## src/rtl/cpu_pkg.sv

```systemverilog
// Shared EX-stage definitions: ALU function codes, datapath widths and the
// operand/result records passed between the ID, EX and MEM boundaries.
package cpu_pkg;
  localparam int DATA_W    = 16;
  localparam int REG_IDX_W = 4;
  localparam int FUNCT_W   = 4;

  localparam logic [FUNCT_W-1:0] FUNCT_MUL      = 4'h1;
  localparam logic [FUNCT_W-1:0] FUNCT_DIV      = 4'h2;
  localparam logic [FUNCT_W-1:0] FUNCT_ALU_LO   = 4'h8;
  localparam logic [FUNCT_W-1:0] FUNCT_ALU_HI   = 4'hF;

  typedef struct packed {
    logic [FUNCT_W-1:0]   funct;
    logic [DATA_W-1:0]    op1;
    logic [DATA_W-1:0]    op2;
    logic [REG_IDX_W-1:0] rd;
  } ex_op_t;

  typedef struct packed {
    logic [DATA_W-1:0]    result;
    logic [DATA_W-1:0]    r0;
    logic [REG_IDX_W-1:0] rd;
    logic                 r0_we;
    logic                 branch;
  } ex_res_t;
endpackage

```

## src/rtl/ex_stage_ctrl_if.sv

```systemverilog
// EX-stage bus: ID handshake, ALU operand/result lines and EX/MEM handshake.
// master = the sequencer, slave = its surroundings (ID, ALU, MEM).
interface ex_stage_ctrl_if;
  import cpu_pkg::*;

  logic                 in_valid;
  logic                 in_ready;
  logic [FUNCT_W-1:0]   in_funct;
  logic [DATA_W-1:0]    in_op1;
  logic [DATA_W-1:0]    in_op2;
  logic [REG_IDX_W-1:0] in_rd;

  logic [FUNCT_W-1:0]   alu_funct;
  logic [DATA_W-1:0]    alu_rout1;
  logic [DATA_W-1:0]    alu_rout2;
  logic [DATA_W-1:0]    alu_result;
  logic [DATA_W-1:0]    alu_r0;
  logic                 alu_branch;

  logic                 out_valid;
  logic                 out_ready;
  logic [DATA_W-1:0]    out_result;
  logic [REG_IDX_W-1:0] out_rd;
  logic [DATA_W-1:0]    out_r0;
  logic                 out_r0_we;
  logic                 out_branch;
  logic                 flush;

  modport master (
    input  in_valid, in_funct, in_op1, in_op2, in_rd,
    input  alu_result, alu_r0, alu_branch, out_ready,
    output in_ready, alu_funct, alu_rout1, alu_rout2,
    output out_valid, out_result, out_rd, out_r0, out_r0_we, out_branch, flush
  );

  modport slave (
    output in_valid, in_funct, in_op1, in_op2, in_rd,
    output alu_result, alu_r0, alu_branch, out_ready,
    input  in_ready, alu_funct, alu_rout1, alu_rout2,
    input  out_valid, out_result, out_rd, out_r0, out_r0_we, out_branch, flush
  );
endinterface

```

## src/rtl/ex_stage_ctrl.sv

```systemverilog
// Execute-stage sequencer: registers ID ops, holds ALU operands for mul/div,
// captures ALU results into EX/MEM under backpressure, flushes on taken branch.
module ex_stage_ctrl #(
  parameter int unsigned        MULDIV_LAT = 3,
  parameter logic [3:0]         FUNCT_MUL  = cpu_pkg::FUNCT_MUL,
  parameter logic [3:0]         FUNCT_DIV  = cpu_pkg::FUNCT_DIV
) (
  input  logic            clk,
  input  logic            rst_n,
  ex_stage_ctrl_if.master bus
);
  import cpu_pkg::*;

  localparam logic [3:0] CNT_INIT = 4'(MULDIV_LAT - 1);

  ex_op_t     op_q;
  logic       op_valid;
  logic [3:0] cnt;
  ex_res_t    out_q;
  logic       out_valid_q;

  logic done, capture, flush, accept;
  logic in_muldiv, op_muldiv;

  assign in_muldiv = (bus.in_funct == FUNCT_MUL) || (bus.in_funct == FUNCT_DIV);
  assign op_muldiv = (op_q.funct  == FUNCT_MUL) || (op_q.funct  == FUNCT_DIV);

  assign done    = op_valid && (cnt == 4'd0);
  // A full EX/MEM slot may still capture when MEM drains it this same cycle.
  assign capture = done && (!out_valid_q || bus.out_ready);
  assign flush   = capture && bus.alu_branch;
  assign accept  = bus.in_valid && bus.in_ready;

  assign bus.in_ready = (!op_valid || capture) && !flush;

  always_ff @(posedge clk) begin
    if (!rst_n) begin
      op_q        <= '0;
      op_valid    <= 1'b0;
      cnt         <= 4'd0;
      out_q       <= '0;
      out_valid_q <= 1'b0;
    end else begin
      if (accept) begin
        op_q     <= '{funct: bus.in_funct, op1: bus.in_op1, op2: bus.in_op2, rd: bus.in_rd};
        op_valid <= 1'b1;
        cnt      <= in_muldiv ? CNT_INIT : 4'd0;
      end else if (capture) begin
        op_valid <= 1'b0;
      end else if (op_valid && cnt != 4'd0) begin
        cnt <= cnt - 4'd1;
      end

      if (capture) begin
        out_q       <= '{result: bus.alu_result, r0: bus.alu_r0, rd: op_q.rd,
                         r0_we: op_muldiv, branch: bus.alu_branch};
        out_valid_q <= 1'b1;
      end else if (out_valid_q && bus.out_ready) begin
        out_valid_q <= 1'b0;
      end
    end
  end

  assign bus.alu_funct  = op_q.funct;
  assign bus.alu_rout1  = op_q.op1;
  assign bus.alu_rout2  = op_q.op2;
  assign bus.out_valid  = out_valid_q;
  assign bus.out_result = out_q.result;
  assign bus.out_r0     = out_q.r0;
  assign bus.out_rd     = out_q.rd;
  assign bus.out_r0_we  = out_q.r0_we;
  assign bus.out_branch = out_q.branch;
  assign bus.flush      = flush;
endmodule

```

## src/flat_wrapper.sv

```systemverilog
// flat-port wrapper written by rule: the top's interface ports become plain ports
module ex_stage_ctrl_flat import cpu_pkg::*;
#(
  parameter int unsigned        MULDIV_LAT = 3,
  parameter logic [3:0]         FUNCT_MUL  = cpu_pkg::FUNCT_MUL,
  parameter logic [3:0]         FUNCT_DIV  = cpu_pkg::FUNCT_DIV
)
  (clk, rst_n, bus_in_valid, bus_in_funct, bus_in_op1, bus_in_op2, bus_in_rd, bus_alu_result, bus_alu_r0, bus_alu_branch, bus_out_ready, bus_in_ready, bus_alu_funct, bus_alu_rout1, bus_alu_rout2, bus_out_valid, bus_out_result, bus_out_rd, bus_out_r0, bus_out_r0_we, bus_out_branch, bus_flush);
  ex_stage_ctrl_if bus_i ();
  input  logic clk;
  input  logic rst_n;
  input wire logic [$bits(bus_i.in_valid)-1:0] bus_in_valid;
  input wire logic [$bits(bus_i.in_funct)-1:0] bus_in_funct;
  input wire logic [$bits(bus_i.in_op1)-1:0] bus_in_op1;
  input wire logic [$bits(bus_i.in_op2)-1:0] bus_in_op2;
  input wire logic [$bits(bus_i.in_rd)-1:0] bus_in_rd;
  input wire logic [$bits(bus_i.alu_result)-1:0] bus_alu_result;
  input wire logic [$bits(bus_i.alu_r0)-1:0] bus_alu_r0;
  input wire logic [$bits(bus_i.alu_branch)-1:0] bus_alu_branch;
  input wire logic [$bits(bus_i.out_ready)-1:0] bus_out_ready;
  output wire logic [$bits(bus_i.in_ready)-1:0] bus_in_ready;
  output wire logic [$bits(bus_i.alu_funct)-1:0] bus_alu_funct;
  output wire logic [$bits(bus_i.alu_rout1)-1:0] bus_alu_rout1;
  output wire logic [$bits(bus_i.alu_rout2)-1:0] bus_alu_rout2;
  output wire logic [$bits(bus_i.out_valid)-1:0] bus_out_valid;
  output wire logic [$bits(bus_i.out_result)-1:0] bus_out_result;
  output wire logic [$bits(bus_i.out_rd)-1:0] bus_out_rd;
  output wire logic [$bits(bus_i.out_r0)-1:0] bus_out_r0;
  output wire logic [$bits(bus_i.out_r0_we)-1:0] bus_out_r0_we;
  output wire logic [$bits(bus_i.out_branch)-1:0] bus_out_branch;
  output wire logic [$bits(bus_i.flush)-1:0] bus_flush;
  assign bus_i.in_valid = bus_in_valid;
  assign bus_i.in_funct = bus_in_funct;
  assign bus_i.in_op1 = bus_in_op1;
  assign bus_i.in_op2 = bus_in_op2;
  assign bus_i.in_rd = bus_in_rd;
  assign bus_i.alu_result = bus_alu_result;
  assign bus_i.alu_r0 = bus_alu_r0;
  assign bus_i.alu_branch = bus_alu_branch;
  assign bus_i.out_ready = bus_out_ready;
  assign bus_in_ready = bus_i.in_ready;
  assign bus_alu_funct = bus_i.alu_funct;
  assign bus_alu_rout1 = bus_i.alu_rout1;
  assign bus_alu_rout2 = bus_i.alu_rout2;
  assign bus_out_valid = bus_i.out_valid;
  assign bus_out_result = bus_i.out_result;
  assign bus_out_rd = bus_i.out_rd;
  assign bus_out_r0 = bus_i.out_r0;
  assign bus_out_r0_we = bus_i.out_r0_we;
  assign bus_out_branch = bus_i.out_branch;
  assign bus_flush = bus_i.flush;
  ex_stage_ctrl #(.MULDIV_LAT(MULDIV_LAT), .FUNCT_MUL(FUNCT_MUL), .FUNCT_DIV(FUNCT_DIV)) u_core (.clk(clk), .rst_n(rst_n), .bus(bus_i));
endmodule
```

## config.mk

```make
export PLATFORM = sky130hd
export DESIGN_NAME = ex_stage_ctrl_flat
export DESIGN_NICKNAME = d
export VERILOG_FILES = /design/src/rtl/cpu_pkg.sv /design/src/rtl/ex_stage_ctrl_if.sv /design/src/rtl/ex_stage_ctrl.sv /design/src/flat_wrapper.sv
export SDC_FILE = /design/constraint.sdc
export NUM_CORES = 1
export LEC_CHECK = 0
export ABC_AREA = 1
export BUFFER_PORTS_ARGS = -buffer_cell sky130_fd_sc_hd__clkbuf_2
export CAP_MARGIN = 25
export CORE_MARGIN = 2
export CORE_UTILIZATION = 51
export CTS_BUF_LIST = sky130_fd_sc_hd__clkbuf_8
export DETAILED_ROUTE_END_ITERATION = 16
export PLACE_DENSITY = 0.83
export SYNTH_ARGS = -nofsm -noshare
export SYNTH_HDL_FRONTEND = slang
export SYNTH_SLANG_ARGS = --single-unit
```

## constraint.sdc

```tcl
create_clock -name clk -period 1.8 [get_ports clk]
set_clock_uncertainty 0.1 [all_clocks]
set_input_delay 0.18 -clock clk [delete_from_list [all_inputs] [get_ports clk]]
set_output_delay 0.18 -clock clk [all_outputs]
set_load 0.02 [all_outputs]
```

After elaboration in Yosys (flattened, before gate mapping)
Index checks and enable logic that the tools add are counted.
W data, S select, Z words.
{"block": "op_classes", "addsub": 1, "n_mul": 0, "n_div": 0, "n_lt_le_gt_ge": 0, "eq_ne": 5, "n_shift": 0, "n_mux": 8, "bitwise": 0, "n_reduce_logical": 20}
{"op": "$mux W4", "n": 3}
{"op": "$eq A4 B1 Y1 const B", "n": 2}
{"op": "$eq A4 B2 Y1 const B", "n": 2}
{"op": "$logic_and A1 B1 Y1", "n": 7}
{"op": "$reduce_bool A2 Y1", "n": 3}
{"op": "$logic_not A4 Y1", "n": 1}
{"op": "$logic_or A1 B1 Y1", "n": 4}
{"op": "$mux W1", "n": 4}
{"op": "$reduce_bool A4 Y1", "n": 1}
{"op": "$sub A4 B1 Y4 const B", "n": 1}
{"op": "$logic_not A1 Y1", "n": 3}
{"op": "$mux W2", "n": 1}
{"op": "$ne A2 B2 Y1 const B", "n": 1}
{"op": "$reduce_and A2 Y1", "n": 1}
{"block": "word_totals", "ff_bits": 84, "latch_bits": 0, "ram_bits": 0, "mem_bits_ro": 0, "input_bits": 77, "out_inout_bits": 77, "word_cells": 46, "n_memories": 0}

Depth between registers and ports, before layout
{"block": "logic_depth", "ltp_word": 9, "ltp_mapped": 10, "mapped_depth_nobuf": 10}

Worst setup path before layout
Ideal clock, no wire load.
{"block": "synth_timing", "kind": "register to register", "from": "register u_core.cnt[0]", "to": "register u_core.out_q, in the netlist u_core.bus.out_branch", "setup_time_ns": 0.065, "t_arrival_ns": 1.384, "required_ns": 1.635, "slack_ns": 0.251, "path_stages_with_launch": 9, "n_path_buf": 0, "synth_period_minus_slack_ns": 1.549, "path_cell_list": "dfxtp_1 -> inv_1 -> ha_1 -> nand2_2 -> inv_1 -> nand3_1 -> nor2_1 -> a21oi_1 -> nor2_1"}
{"block": "synth_via", "elab_chain_cells": 3}
{"element": "start: declaration", "line": "ex_stage_ctrl.sv:18", "source": "logic [3:0] cnt;"}
{"element": "start signal: assignment", "line": "ex_stage_ctrl.sv:47", "source": "cnt <= in_muldiv ? CNT_INIT : 4'd0;"}
{"element": "start signal: assignment", "line": "ex_stage_ctrl.sv:51", "source": "cnt <= cnt - 4'd1;"}
{"element": "$logic_not A4 Y1", "line": "ex_stage_ctrl.sv:28", "source": "assign done = op_valid && (cnt == 4'd0);"}
{"element": "$logic_and A1 B1 Y1", "line": "ex_stage_ctrl.sv:28"}
{"element": "$logic_and A1 B1 Y1", "line": "ex_stage_ctrl.sv:30", "source": "assign capture = done && (!out_valid_q || bus.out_ready);"}
{"element": "end signal: assignment", "line": "ex_stage_ctrl.sv:55", "source": "out_q <= '{result: bus.alu_result, r0: bus.alu_r0, rd: op_q.rd,"}
{"element": "end: declaration", "line": "ex_stage_ctrl.sv:19", "source": "ex_res_t out_q;"}
Every way passes these cells.
A chain may end at the register's enable or synchronous reset.

Worst setup path after layout
{"block": "layout_timing", "from": "register u_core.cnt[0]", "to": "output bus_flush"}
{"block": "layout_via", "elab_chain_cells": 4}
{"element": "$logic_not A4 Y1", "line": "ex_stage_ctrl.sv:28"}
{"element": "$logic_and A1 B1 Y1", "line": "ex_stage_ctrl.sv:28"}
{"element": "$logic_and A1 B1 Y1", "line": "ex_stage_ctrl.sv:30"}
{"element": "$logic_and A1 B1 Y1", "line": "ex_stage_ctrl.sv:31", "source": "assign flush = capture && bus.alu_branch;"}
{"element": "end: declaration", "line": "flat_wrapper.sv:31", "source": "output wire logic [$bits(bus_i.flush)-1:0] bus_flush;"}
Every way passes these cells.

==> metrics <==
routability cong. 0.7695; DRC Markers 0; Synth top area share 42.20%; FMAX 0.5780 GHz; drt pass-1 iters 4; clk root buf clkbuf_8; final hold violations 0; FF+latch count, synth 84; DRT met1 WL roughly 4300 um; total number of yosys warnings 0; average size of a mapped cell between 6 and 7 um2; wire per inst 12.23 um; HP Class in2reg; Fin Setup TNS 0 ns; fin crit period 1.730 ns; synth top area cells dfxtp_1 42%, inv_1 13%, nor2_1 10%; Core Area roughly 7600 um2; post-layout util 68.13%; WP data arrival between 1 and 1.5 ns; CTS Sinks 84; CTS H-tree depth 3; Die Wd 92.40 um; CP startpoint kind flop; P&R area growth vs syn 30.74%; post-route ant nets 0; crit share post-route 96.11%; Antenna diodes 0; DR vias 4014; VDD IR-drop max 577.6 uV; vias in the first global route 3745; Critical Path Sink Type output port; Fin Hold WS 0.01144 ns; initial antenna violation count 0; worst-path fanout max 5; Max clock buf depth 2; CP startpoint u_core.cnt[0]$_SDFFE_PN0P_; largest net degree at the start of global routing 70; share of layout cells above drive strength 1 between 20% and 30%; top layer reached by signal wires met4; Cell Area, Placed 4616 um2; Synth cell types 22; status completed; sequential share of the synthesized area 42.20%; clk slew on worst S/H paths 0.08 ns; Fillers 660; Post-Synthesis Cells approximately 600; PortBufs 153; fin nets about 820; DR iter-0 viols 165; syn nets 677; MaxCap Viol Count 0; Synth Cell Area 3985 um2; GRT Total Usage 24.35%; hold path startpoint bus_alu_r0[14]; Die Area 8537 um2; CTS Buf Count 9; post-route cell area between 5000 and 6000 um2; die height 92.40 um; Pwr Total 4.735 mW; first-pass GRT wire length 16840 um; final WL 10400 um; Clock Latency Late Sink around 0.35 ns; Top-Level Pins 154; required time worst endpoint 1.52 ns; power per cell area 908.8 nW/um2; final setup vio count 0; GR Overflow Total 0; Initial Util 52.11%; fin. max-slew vios 0; critical path type reg2out; met2 WL 5026 um; Slew HR 80.71%; CTS tree yes; vias per std cell between 4 and 5; Yosys top cell by area dfxtp_1; worst slew pin tran 0.2894 ns; hpwl dp 6469 um; P_leak 2.990 nW; std cell rows 32; R2R Path Start u_core.cnt[0]$_SDFFE_PN0P_; met3 wire length 853 um
## registers in the layout, summed over array words and instances, names as in the netlist
name,cells
u_core.bus.alu_rout1,16
u_core.bus.alu_rout2,16
u_core.bus.out_r0,16
u_core.bus.out_result,16
u_core.bus.alu_funct,4
u_core.bus.out_rd,4
u_core.cnt,4
u_core.op_q,4
u_core.bus.out_branch,1
u_core.bus.out_r0_we,1
u_core.bus.out_valid,1
u_core.op_valid,1
## synth_stat cells (all sizes together)
cell type	instances
o21bai	1
ha	1
clkbuf	18
a21oi	8
dfxtp	84
nor3	2
buf	51
inv	137
nand2	99
o21ai	36
a31o	1
nand3	6
nand4	44
nand3b	1
nor2	110
## worst paths after layout
kind / to / slack [ns] / cells past startpoint
setup reg to reg: u_core.bus.alu_rout1[1]$_SDFFE_PN0P_ / 0.15 / 9
hold / removal: u_core.bus.out_r0[14]$_SDFFE_PN0P_ / 0.01 / 3
hold reg to reg: u_core.bus.out_rd[2]$_SDFFE_PN0P_ / 0.36 / 2
setup / recovery: bus_flush / 0.07 / 7
## power breakdown
part           internal (mW)  switching [mW]  leakage, nW
Sequential              2.03          0.0973        0.695
Clock                  0.776           0.687        0.107
Combinational          0.442           0.701         2.19
## layer usage
metal,vias up,track usage (%)
li1,2035,-
met1,1799,29.19
met2,156,41.00
met3,24,7.567
met4,0,8.955
met5,-,0
## cell families after synthesis
logic type	after synthesis	synth area share (%)
AOI/OAI and AO/OA	46	6.217
adders and majority gates	1	0.3139
buffers and inverters	206	23.11
DFF	84	42.20
and+or+nand+nor	262	28.16
## critical path, cell delays in order (launching register included)
cell     delay, ns
dfxtp_2       0.34
inv_2         0.08
ha_4          0.15
nand2_4       0.07
inv_1         0.07
nand3_2       0.10
nor2_2        0.13
buf_4         0.16
## area by class of cell
type	instances	area [um2]	share of cell area (%)
Multi-Input combinational cell	309	1421	27.28
Tap cell	102	127.6	2.450
Clock inverter	7	92.59	1.777
Sequential cell	84	1687	32.37
Timing Repair Buffer	202	1244	23.87
Clock buffer	9	123.9	2.378
Inverter	137	514.2	9.870
## stage by stage
step                      worst slack [ns]  std cells
after floorplan                     0.2513        599
after detailed placement           0.09459        800
after global placement              0.2010        800
after CTS                          0.02082        846
final                              0.06996        850
after global routing              -0.01035        850
## repair_timing
item	in CTS	in global routing
cloned	0	0
buffers inserted	2	3
hold endpoints to repair	28	1
resized for setup	12	8
hold buffers	28	1
pin swaps	4	4
endpoints found under the setup margin	2	2
## layout by cell type, fill, tap and decap left out
master,count
clkbuf_8,9
nand2_4,1
nand3b_1,1
buf_6,2
clkinv_2,1
dfxtp_2,4
nor3_4,1
buf_4,18
dlygate4sd3_1,29
o21bai_4,1
dfxtp_1,80
nand3_2,2
buf_12,2
o21ai_0,34
nor2_2,2
nor2_1,107
o21ai_1,2
nor2_4,1
nand4_1,44
clkbuf_2,151
a31o_2,1
bufinv_16,2
a21oi_1,8
ha_4,1
clkinvlp_4,2
nand3_1,4
clkinv_4,1
nand2_1,98
inv_2,3
inv_1,135
nor3_1,1
No activity file was read; power rests on OpenSTA's default activity.
